### src/rtl/pc_stack_unit_if.sv
// Purpose : controller <-> program-counter unit bundle (command side plus PC/stack status side).
// Latency : pure wiring; no storage of its own.
// Backpressure: none here; stall travels with the command signals and freezes the unit.
//
// Signals:
//   stall, cmd, target, offset, err_clr         controller -> unit
//   pc_out, stack_count, stack_full, stack_empty,
//   ovf_err, unf_err                            unit -> controller / fetch bus
//   last_pc, flow_chg                           unit -> observer, only with PC_TRACE_EN
//
// ADDR_WIDTH and STACK_DEPTH must match the values given to pc_stack_unit.
interface pc_stack_unit_if #(
    parameter int ADDR_WIDTH  = 24,
    parameter int STACK_DEPTH = 8
);
    localparam int CW = $clog2(STACK_DEPTH) + 1;

    logic                  stall;
    logic [2:0]            cmd;
    logic [ADDR_WIDTH-1:0] target;
    logic [ADDR_WIDTH-1:0] offset;
    logic                  err_clr;

    logic [ADDR_WIDTH-1:0] pc_out;
    logic [CW-1:0]         stack_count;
    logic                  stack_full;
    logic                  stack_empty;
    logic                  ovf_err;
    logic                  unf_err;

`ifdef PC_TRACE_EN
    logic [ADDR_WIDTH-1:0] last_pc;
    logic                  flow_chg;

    modport master (
        output stall, cmd, target, offset, err_clr,
        input  pc_out, stack_count, stack_full, stack_empty, ovf_err, unf_err,
        input  last_pc, flow_chg
    );

    modport slave (
        input  stall, cmd, target, offset, err_clr,
        output pc_out, stack_count, stack_full, stack_empty, ovf_err, unf_err,
        output last_pc, flow_chg
    );
`else
    modport master (
        output stall, cmd, target, offset, err_clr,
        input  pc_out, stack_count, stack_full, stack_empty, ovf_err, unf_err
    );

    modport slave (
        input  stall, cmd, target, offset, err_clr,
        output pc_out, stack_count, stack_full, stack_empty, ovf_err, unf_err
    );
`endif

endinterface

### src/rtl/pc_stack_unit.sv
// Purpose : program counter with increment, jump, relative branch and call/return via a LIFO stack.
// Latency : every command takes effect on the falling clock edge it is sampled on; outputs are registered.
// Backpressure: stall=1 freezes pc, stack and trace state; only err_clr still acts.
//
// Ports:
//   clock  - all state changes on its falling edge
//   reset  - asynchronous, active-high; pc -> RESET_VECTOR, stack emptied, error flags cleared
//   bus    - pc_stack_unit_if.slave: stall/cmd/target/offset/err_clr in,
//            pc_out/stack_count/stack_full/stack_empty/ovf_err/unf_err out
//
// Optional build macro PC_TRACE_EN adds last_pc and flow_chg on the interface.
//
// cmd encoding: 0 NOP/INC, 1 JUMP, 2 BRANCH_REL, 3 CALL, 4 RET, 5..7 HOLD.
// STACK_DEPTH must be a power of two in 2..64.
module pc_stack_unit #(
    parameter int                    ADDR_WIDTH   = 24,
    parameter int                    STEP         = 1,
    parameter int                    STACK_DEPTH  = 8,
    parameter logic [ADDR_WIDTH-1:0] RESET_VECTOR = '0
) (
    input  logic           clock,
    input  logic           reset,
    pc_stack_unit_if.slave bus
);

    localparam int PW = $clog2(STACK_DEPTH);
    localparam int CW = PW + 1;

    localparam logic [2:0] CMD_NOP  = 3'd0;
    localparam logic [2:0] CMD_JUMP = 3'd1;
    localparam logic [2:0] CMD_BREL = 3'd2;
    localparam logic [2:0] CMD_CALL = 3'd3;
    localparam logic [2:0] CMD_RET  = 3'd4;

    localparam logic [ADDR_WIDTH-1:0] STEP_W  = ADDR_WIDTH'(STEP);
    localparam logic [CW-1:0]         DEPTH_W = CW'(STACK_DEPTH);

    // ------------------------------------------------------------------
    // State
    // ------------------------------------------------------------------
    logic [ADDR_WIDTH-1:0] pc_q;
    logic [CW-1:0]         cnt_q;
    logic                  ovf_q;
    logic                  unf_q;

    // Return-address storage. Contents are never reset: an entry is only
    // read after it has been written by a push.
    logic [ADDR_WIDTH-1:0] stack_mem [STACK_DEPTH];

    // ------------------------------------------------------------------
    // Derived values
    // ------------------------------------------------------------------
    logic [ADDR_WIDTH-1:0] seq_pc;
    logic [ADDR_WIDTH-1:0] rel_pc;
    logic [PW-1:0]         push_idx;
    logic [PW-1:0]         top_idx;
    logic [ADDR_WIDTH-1:0] top_entry;
    logic                  is_full;
    logic                  is_empty;

    // Additions wrap modulo 2^ADDR_WIDTH by width truncation; offset is
    // two's complement so the same adder covers backward branches.
    assign seq_pc    = pc_q + STEP_W;
    assign rel_pc    = pc_q + bus.offset;

    // The count doubles as the stack pointer: the next free slot is at
    // cnt_q, the top of stack at cnt_q-1. When full, the low bits wrap to
    // zero, but no push happens in that state.
    assign push_idx  = cnt_q[PW-1:0];
    assign top_idx   = cnt_q[PW-1:0] - PW'(1);
    assign top_entry = stack_mem[top_idx];

    assign is_full   = (cnt_q == DEPTH_W);
    assign is_empty  = (cnt_q == '0);

    // ------------------------------------------------------------------
    // Next-state decode
    // ------------------------------------------------------------------
    logic [ADDR_WIDTH-1:0] pc_d;
    logic [CW-1:0]         cnt_d;
    logic                  push_en;
    logic                  ovf_set;
    logic                  unf_set;
    logic                  redirect;   // pc moved by something other than +STEP
    logic                  pc_wr;      // command writes pc (everything but HOLD)

    always_comb begin
        pc_d     = pc_q;
        cnt_d    = cnt_q;
        push_en  = 1'b0;
        ovf_set  = 1'b0;
        unf_set  = 1'b0;
        redirect = 1'b0;
        pc_wr    = 1'b0;

        if (!bus.stall) begin
            case (bus.cmd)
                CMD_NOP: begin
                    pc_d  = seq_pc;
                    pc_wr = 1'b1;
                end
                CMD_JUMP: begin
                    pc_d     = bus.target;
                    pc_wr    = 1'b1;
                    redirect = 1'b1;
                end
                CMD_BREL: begin
                    pc_d     = rel_pc;
                    pc_wr    = 1'b1;
                    redirect = 1'b1;
                end
                CMD_CALL: begin
                    pc_wr = 1'b1;
                    if (is_full) begin
                        // Rejected call falls through to the next instruction.
                        pc_d    = seq_pc;
                        ovf_set = 1'b1;
                    end else begin
                        pc_d     = bus.target;
                        cnt_d    = cnt_q + CW'(1);
                        push_en  = 1'b1;
                        redirect = 1'b1;
                    end
                end
                CMD_RET: begin
                    pc_wr = 1'b1;
                    if (is_empty) begin
                        pc_d    = seq_pc;
                        unf_set = 1'b1;
                    end else begin
                        pc_d     = top_entry;
                        cnt_d    = cnt_q - CW'(1);
                        redirect = 1'b1;
                    end
                end
                default: begin
                    // HOLD and unused encodings leave everything untouched.
                end
            endcase
        end
    end

    // A new error in the same edge as err_clr wins, so set beats clear.
    logic ovf_d;
    logic unf_d;
    assign ovf_d = ovf_set | (ovf_q & ~bus.err_clr);
    assign unf_d = unf_set | (unf_q & ~bus.err_clr);

    // ------------------------------------------------------------------
    // Registers (falling edge, async active-high reset)
    // ------------------------------------------------------------------
    always_ff @(negedge clock or posedge reset) begin
        if (reset) begin
            pc_q  <= RESET_VECTOR;
            cnt_q <= '0;
            ovf_q <= 1'b0;
            unf_q <= 1'b0;
        end else begin
            pc_q  <= pc_d;
            cnt_q <= cnt_d;
            ovf_q <= ovf_d;
            unf_q <= unf_d;
        end
    end

    // Write port has no reset; gating with reset keeps a command that is
    // pending while reset is held from leaving a stray entry behind.
    always_ff @(negedge clock) begin
        if (push_en && !reset) begin
            stack_mem[push_idx] <= seq_pc;
        end
    end

    assign bus.pc_out      = pc_q;
    assign bus.stack_count = cnt_q;
    assign bus.stack_full  = is_full;
    assign bus.stack_empty = is_empty;
    assign bus.ovf_err     = ovf_q;
    assign bus.unf_err     = unf_q;

`ifdef PC_TRACE_EN
    // ------------------------------------------------------------------
    // Trace: previous pc and a one-edge flow-change pulse
    // ------------------------------------------------------------------
    logic [ADDR_WIDTH-1:0] last_pc_q;
    logic                  flow_chg_q;

    always_ff @(negedge clock or posedge reset) begin
        if (reset) begin
            last_pc_q  <= RESET_VECTOR;
            flow_chg_q <= 1'b0;
        end else if (bus.stall) begin
            // last_pc holds, the pulse is dropped.
            flow_chg_q <= 1'b0;
        end else begin
            // HOLD does not update pc, so it does not shift last_pc either.
            if (pc_wr) begin
                last_pc_q <= pc_q;
            end
            flow_chg_q <= redirect;
        end
    end

    assign bus.last_pc  = last_pc_q;
    assign bus.flow_chg = flow_chg_q;
`endif

endmodule

### src/flat_wrapper.sv
// flat-port wrapper written by rule: the top's interface ports become plain ports
module pc_stack_unit_flat 
#(
    parameter int                    ADDR_WIDTH   = 24,
    parameter int                    STEP         = 1,
    parameter int                    STACK_DEPTH  = 8,
    parameter logic [ADDR_WIDTH-1:0] RESET_VECTOR = '0
)
  (clock, reset, bus_stall, bus_cmd, bus_target, bus_offset, bus_err_clr, bus_pc_out, bus_stack_count, bus_stack_full, bus_stack_empty, bus_ovf_err, bus_unf_err);
  pc_stack_unit_if #(.ADDR_WIDTH(ADDR_WIDTH), .STACK_DEPTH(STACK_DEPTH)) bus_i ();
  input  logic clock;
  input  logic reset;
  input wire logic [$bits(bus_i.stall)-1:0] bus_stall;
  input wire logic [$bits(bus_i.cmd)-1:0] bus_cmd;
  input wire logic [$bits(bus_i.target)-1:0] bus_target;
  input wire logic [$bits(bus_i.offset)-1:0] bus_offset;
  input wire logic [$bits(bus_i.err_clr)-1:0] bus_err_clr;
  output wire logic [$bits(bus_i.pc_out)-1:0] bus_pc_out;
  output wire logic [$bits(bus_i.stack_count)-1:0] bus_stack_count;
  output wire logic [$bits(bus_i.stack_full)-1:0] bus_stack_full;
  output wire logic [$bits(bus_i.stack_empty)-1:0] bus_stack_empty;
  output wire logic [$bits(bus_i.ovf_err)-1:0] bus_ovf_err;
  output wire logic [$bits(bus_i.unf_err)-1:0] bus_unf_err;
  assign bus_i.stall = bus_stall;
  assign bus_i.cmd = bus_cmd;
  assign bus_i.target = bus_target;
  assign bus_i.offset = bus_offset;
  assign bus_i.err_clr = bus_err_clr;
  assign bus_pc_out = bus_i.pc_out;
  assign bus_stack_count = bus_i.stack_count;
  assign bus_stack_full = bus_i.stack_full;
  assign bus_stack_empty = bus_i.stack_empty;
  assign bus_ovf_err = bus_i.ovf_err;
  assign bus_unf_err = bus_i.unf_err;
  pc_stack_unit #(.ADDR_WIDTH(ADDR_WIDTH), .STEP(STEP), .STACK_DEPTH(STACK_DEPTH), .RESET_VECTOR(RESET_VECTOR)) u_core (.clock(clock), .reset(reset), .bus(bus_i));
endmodule
### config.mk
export PLATFORM = sky130hd
export DESIGN_NAME = pc_stack_unit_flat
export DESIGN_NICKNAME = d
export VERILOG_FILES = /design/src/rtl/pc_stack_unit_if.sv /design/src/rtl/pc_stack_unit.sv /design/src/flat_wrapper.sv
export SDC_FILE = /design/constraint.sdc
export NUM_CORES = 1
export LEC_CHECK = 0
export ABC_AREA = 1
export BUFFER_PORTS_ARGS = -buffer_cell sky130_fd_sc_hd__buf_2
export CAP_MARGIN = 20
export CORE_ASPECT_RATIO = 1.5
export CORE_MARGIN = 10
export CORE_UTILIZATION = 60
export CTS_CLUSTER_SIZE = 8
export DETAILED_ROUTE_END_ITERATION = 8
export GPL_ROUTABILITY_DRIVEN = 1
export HOLD_SLACK_MARGIN = 0.08
export PLACE_DENSITY_LB_ADDON = 0.12
export SLEW_MARGIN = 20
export SYNTH_ARGS = -nofsm -noshare
export SYNTH_HDL_FRONTEND = slang
export SYNTH_SLANG_ARGS = --single-unit
### constraint.sdc
create_clock -name clock -period 4.7 [get_ports clock]
set_input_delay 0 -clock clock [delete_from_list [all_inputs] [get_ports clock]]
set_output_delay 0 -clock clock [all_outputs]
set_load 0.01 [all_outputs]
# [Word level (Yosys, flattened, before mapping)]
# Memory sizes are Yosys's and may differ from the RTL's.
# Index checks and enable logic that the tools add are counted.
[classes] n_reduce_logical=8 addsub=5 n_bitwise=6 eq_ne=7 muxes=17
[op_table] cell="24-bit one-hot mux with 5 select lines" n=1
[op_table] cell="24-bit 2-to-1 mux" n=2
[op_table] cell="24-bit by 1-bit adder with 24-bit output, second input constant" n=1
[op_table] cell="24-bit adder" n=1
[op_table] cell="1-bit 2-to-1 mux" n=11
[op_table] cell="4-bit 2-to-1 mux" n=2
[op_table] cell="4-bit one-hot mux with 2 select lines" n=1
[op_table] cell="3-bit by 2-bit equality test with 1-bit output, second input constant" n=2
[op_table] cell="5-bit nonzero test" n=1
[op_table] cell="4-bit by 1-bit adder with 4-bit output, second input constant" n=1
[op_table] cell="4-bit equality test, second input constant" n=1
[op_table] cell="4-bit logical NOT" n=1
[op_table] cell="2-bit != test, second input constant" n=2
[op_table] cell="4-bit AND reduction" n=1
[op_table] cell="4-bit by 1-bit subtractor with 4-bit output, second input constant" n=1
[op_table] cell="3-bit by 1-bit equality test with 1-bit output, second input constant" n=1
[op_table] cell="3-bit equality test, second input constant" n=1
[op_table] cell="3-bit logical NOT" n=1
[op_table] cell="3-bit by 1-bit subtractor with 3-bit output, second input constant" n=1
[op_table] cell="1-bit AND" n=2
[op_table] cell="1-bit NOT" n=2
[op_table] cell="1-bit bitwise OR" n=2
[op_table] cell="2-bit AND reduction" n=1
[op_table] cell="2-bit nonzero test" n=1
[op_table] cell="2 further kinds" n=2
[word_totals] mem_bits_rw=192 mem_count=1 register_bits=30 wordCells=48
[mem_list] memory="u_core.stack_mem" words=8 word_bits=24 read_ports=1 rd_ports_with_merged_regs=0 write_ports=1 line="pc_stack_unit.sv:48" source="logic [ADDR_WIDTH-1:0] stack_mem [STACK_DEPTH];"

# [Longest topological paths before layout]
[depth] depth_word=7 ltp_mapped=18 depth_no_buf=15

==> impl_metrics.tcl <==
set metrics [dict create \
    outcome "completed" \
    dp_hpwl_mm 22.66 \
    tightest_slew_ps 1106 \
    final_area_um2 14290 \
    firstDrtPassIters 5 \
    wire_per_inst_um 18.12 \
    seq_area_frac_synth_pct 54.41 \
    start_util_pct 60.77 \
    numCtsBuffers 31 \
    n_antenna_cell 0 \
    holdCritPathClass "flip-flop to flip-flop" \
    synth_area_per_cell_um2 8.747 \
    hold_slack_ps 507.8 \
    cp-end-kind "output pin" \
    grt_pass1_wl_mm 54.50 \
    slowest_delay_ps 610 \
    area_delta_synth_final_pct 19.33 \
    port_buffers 86 \
    clock_power_share_pct 29.7 \
    combPwrFrac_pct 40.1 \
    synth_nets 1453 \
    htreeDepth 1 \
    ant_nets 0 \
    muxShareOfSynthArea_pct 0 \
    utilization_pct 72.51 \
    drive_gt1_share_pct 11.04 \
    die-area_um2 26130 \
    p_leak_nw 6.850 \
    cts_sinks 222 \
    synth_top_family_by_area "simple AND/OR/NAND/NOR gates" \
    powerDensity_nw_per_um2 629.4 \
    clk_latency_ps 590 \
    slew_headroom_pct 26.28 \
    cp-start-kind "flip-flop" \
    ctsHoldBuffers 0 \
    die_h_um 193.0 \
    tritoncts "yes" \
    grt_usage_pct 26.56 \
    synth_top_area_cell "edfxtp_1" \
    worstSetupPathType "flip-flop to output pin" \
    synth.area.top_cells "edfxtp_1, nand2_1, dfrtn_1" \
    cp_cell_sequence "inv_1 > ha_1 > nand2_8 > nor2_1 > buf_2" \
    seqPwrFrac_pct 30.1 \
    swShare_pct 44.35 \
    clkTransAtPathRegs_ps 40 \
    p_int_mw 5.005 \
    fin_nets 1739 \
    place_ws_ps 398.7 \
    place.gp.congestion 1.005 \
    p_sw_mw 3.989 \
    drt-total-wl_mm 34.76 \
    rows 63 \
    setup_violations 0 \
    instances_no_fill 1918 \
    critPathMaxFanout 9 \
    place_area_um2 12740 \
    die_w_um 135.4 \
    antenna_found_initial 0 \
    drc 0 \
    viasPerCell 5.585 \
    crit_arrival_ps 4340 \
    yosys_warnings 0 \
    synth_top_area_share_pct 48.15 \
    cp.required_ps 4700 \
    slew_viol_final 0 \
    grt_pass1_vias 11270 \
    vias 10710 \
    grt_max_degree 100 \
    dp.cells 1691 \
    rsz0062_at_grt "no" \
    cts_buffer_depth 3 \
    syn_area_um2 11980 \
    synth_xor_xnor_area_share_pct 1.316 \
    synthAdderAreaFrac_pct 3.155 \
    irDropWorstVdd_uv 311.9 \
    fin_ws_ps 359.1 \
    total_power_mw 8.995 \
    fin_skew_ps 72.18 \
    synth-seq-cells 222 \
    drt_iter0_drc 1025 \
    cts_setup_buffers 0 \
    cp_slowest_cell "dfrtn_1" \
    io_pins 87 \
    root_buffer "clkbuf_16" \
    core_um2 19710 \
    syn_inst 1369 \
    synth-simple-area-share_pct 26.05 \
    final_cell_mix "nand2_1, inv_1, edfxtp_1" \
    cts_resized 0 \
    synth-compound-area-share_pct 7.857 \
    max_cap_violations 0 \
    final_common_cell "nand2_1" \
    tns_ps 0 \
    report.final.hold_viol_count 0 \
    yosysUniqueCellTypes 48 \
    gr-total-overflow 0 \
]
## cell type report
type,instances,area [um^2]
Multi-Input combinational cell,946,4631
Clock inverter,193,724.4
Clock buffer,35,832.0
Fill cell,1513,5416
Tap cell,260,325.3
Sequential cell,222,6516
Timing Repair Buffer,108,670.6
Inverter,154,590.6
## Yosys cell counts, drive strengths merged
| cell | n |
|---|---|
| a211oi | 1 |
| o21ai | 64 |
| o21a | 1 |
| nor2 | 166 |
| o221ai | 9 |
| nor3 | 9 |
| edfxtp | 192 |
| xor2 | 12 |
| ha | 27 |
| inv | 154 |
| a22oi | 1 |
| xnor2 | 6 |
| nand4 | 12 |
| o211a | 1 |
| nand3 | 118 |
| a31oi | 3 |
| and2 | 3 |
| a41oi | 1 |
| nand3b | 8 |
| a21oi | 52 |
| buf | 38 |
| o21bai | 2 |
| o211ai | 6 |
| o31ai | 14 |
| clkinv | 1 |
| clkbuf | 8 |
| or2 | 3 |
| dfrtn | 30 |
| nand2 | 417 |
| o22ai | 5 |
| fa | 2 |
| and3 | 1 |
| a32oi | 2 |
## power by group through the flow
stage	Sequential, mW	Combinational, mW	Clock (mW)
finish	2.71	3.61	2.67
global route	2.73	4.03	2.87
CTS	2.71	3.59	2.69
detailed placement	2.73	3.54	0.243
global placement	2.73	3.48	0.243
floorplan	2.70	2.60	0.243
## per-layer routing
layer / GRT usage [%] / vias up / wire, um
met3: 5.290 / 117 / 2827
li1: - / 5124 / -
met4: 19.44 / 0 / 1887
met2: 44.71 / 538 / 17380
met1: 29.35 / 4933 / 12660
met5: 0 / - / 0
## path summary, 6_finish.rpt
| check | end | depth (start not counted) | slack [ps] | from |
|---|---|---|---|---|
| worst max-delay path | bus_stack_full | 5 | 360 | u_core.bus.stack_count[1] |
| worst min register to register | u_core.bus.unf_err | 2 | 510 | u_core.bus.unf_err |
| max in group asynchronous | u_core.bus.pc_out[1] | 3 | 2370 | reset |
| worst max register to register | u_core.bus.pc_out[10] | 12 | 1270 | u_core.bus.stack_count[1] |
| min in group asynchronous | u_core.bus.ovf_err | 2 | 1650 | reset |
| worst min-delay path | u_core.bus.unf_err | 2 | 510 | u_core.bus.unf_err |
## sequential cells by signal (all words and copies together), names as in the netlist
signal	count
u_core.stack_mem	192
u_core.bus.pc_out	24
u_core.bus.stack_count	4
u_core.bus.ovf_err	1
u_core.bus.unf_err	1
## cell families (layout without fill, tap and decap cells)
logic type | Yosys count | count (layout)
AND/OR/NAND/NOR | 737 | 737
adder cells (fa/ha/maj) | 29 | 29
AO/OA/AOI/OAI | 162 | 162
flip-flops | 222 | 222
buffers and inverters | 201 | 490
XOR/XNOR | 18 | 18
## worst max-delay path, delay by kind of cell, from the launching register on
kind	cells	cell delay [ps]
adders and majority gates	1	310
DFF	1	610
and+or+nand+nor	2	190
buffers and inverters	2	340
Power figures use the tool's default switching activity.
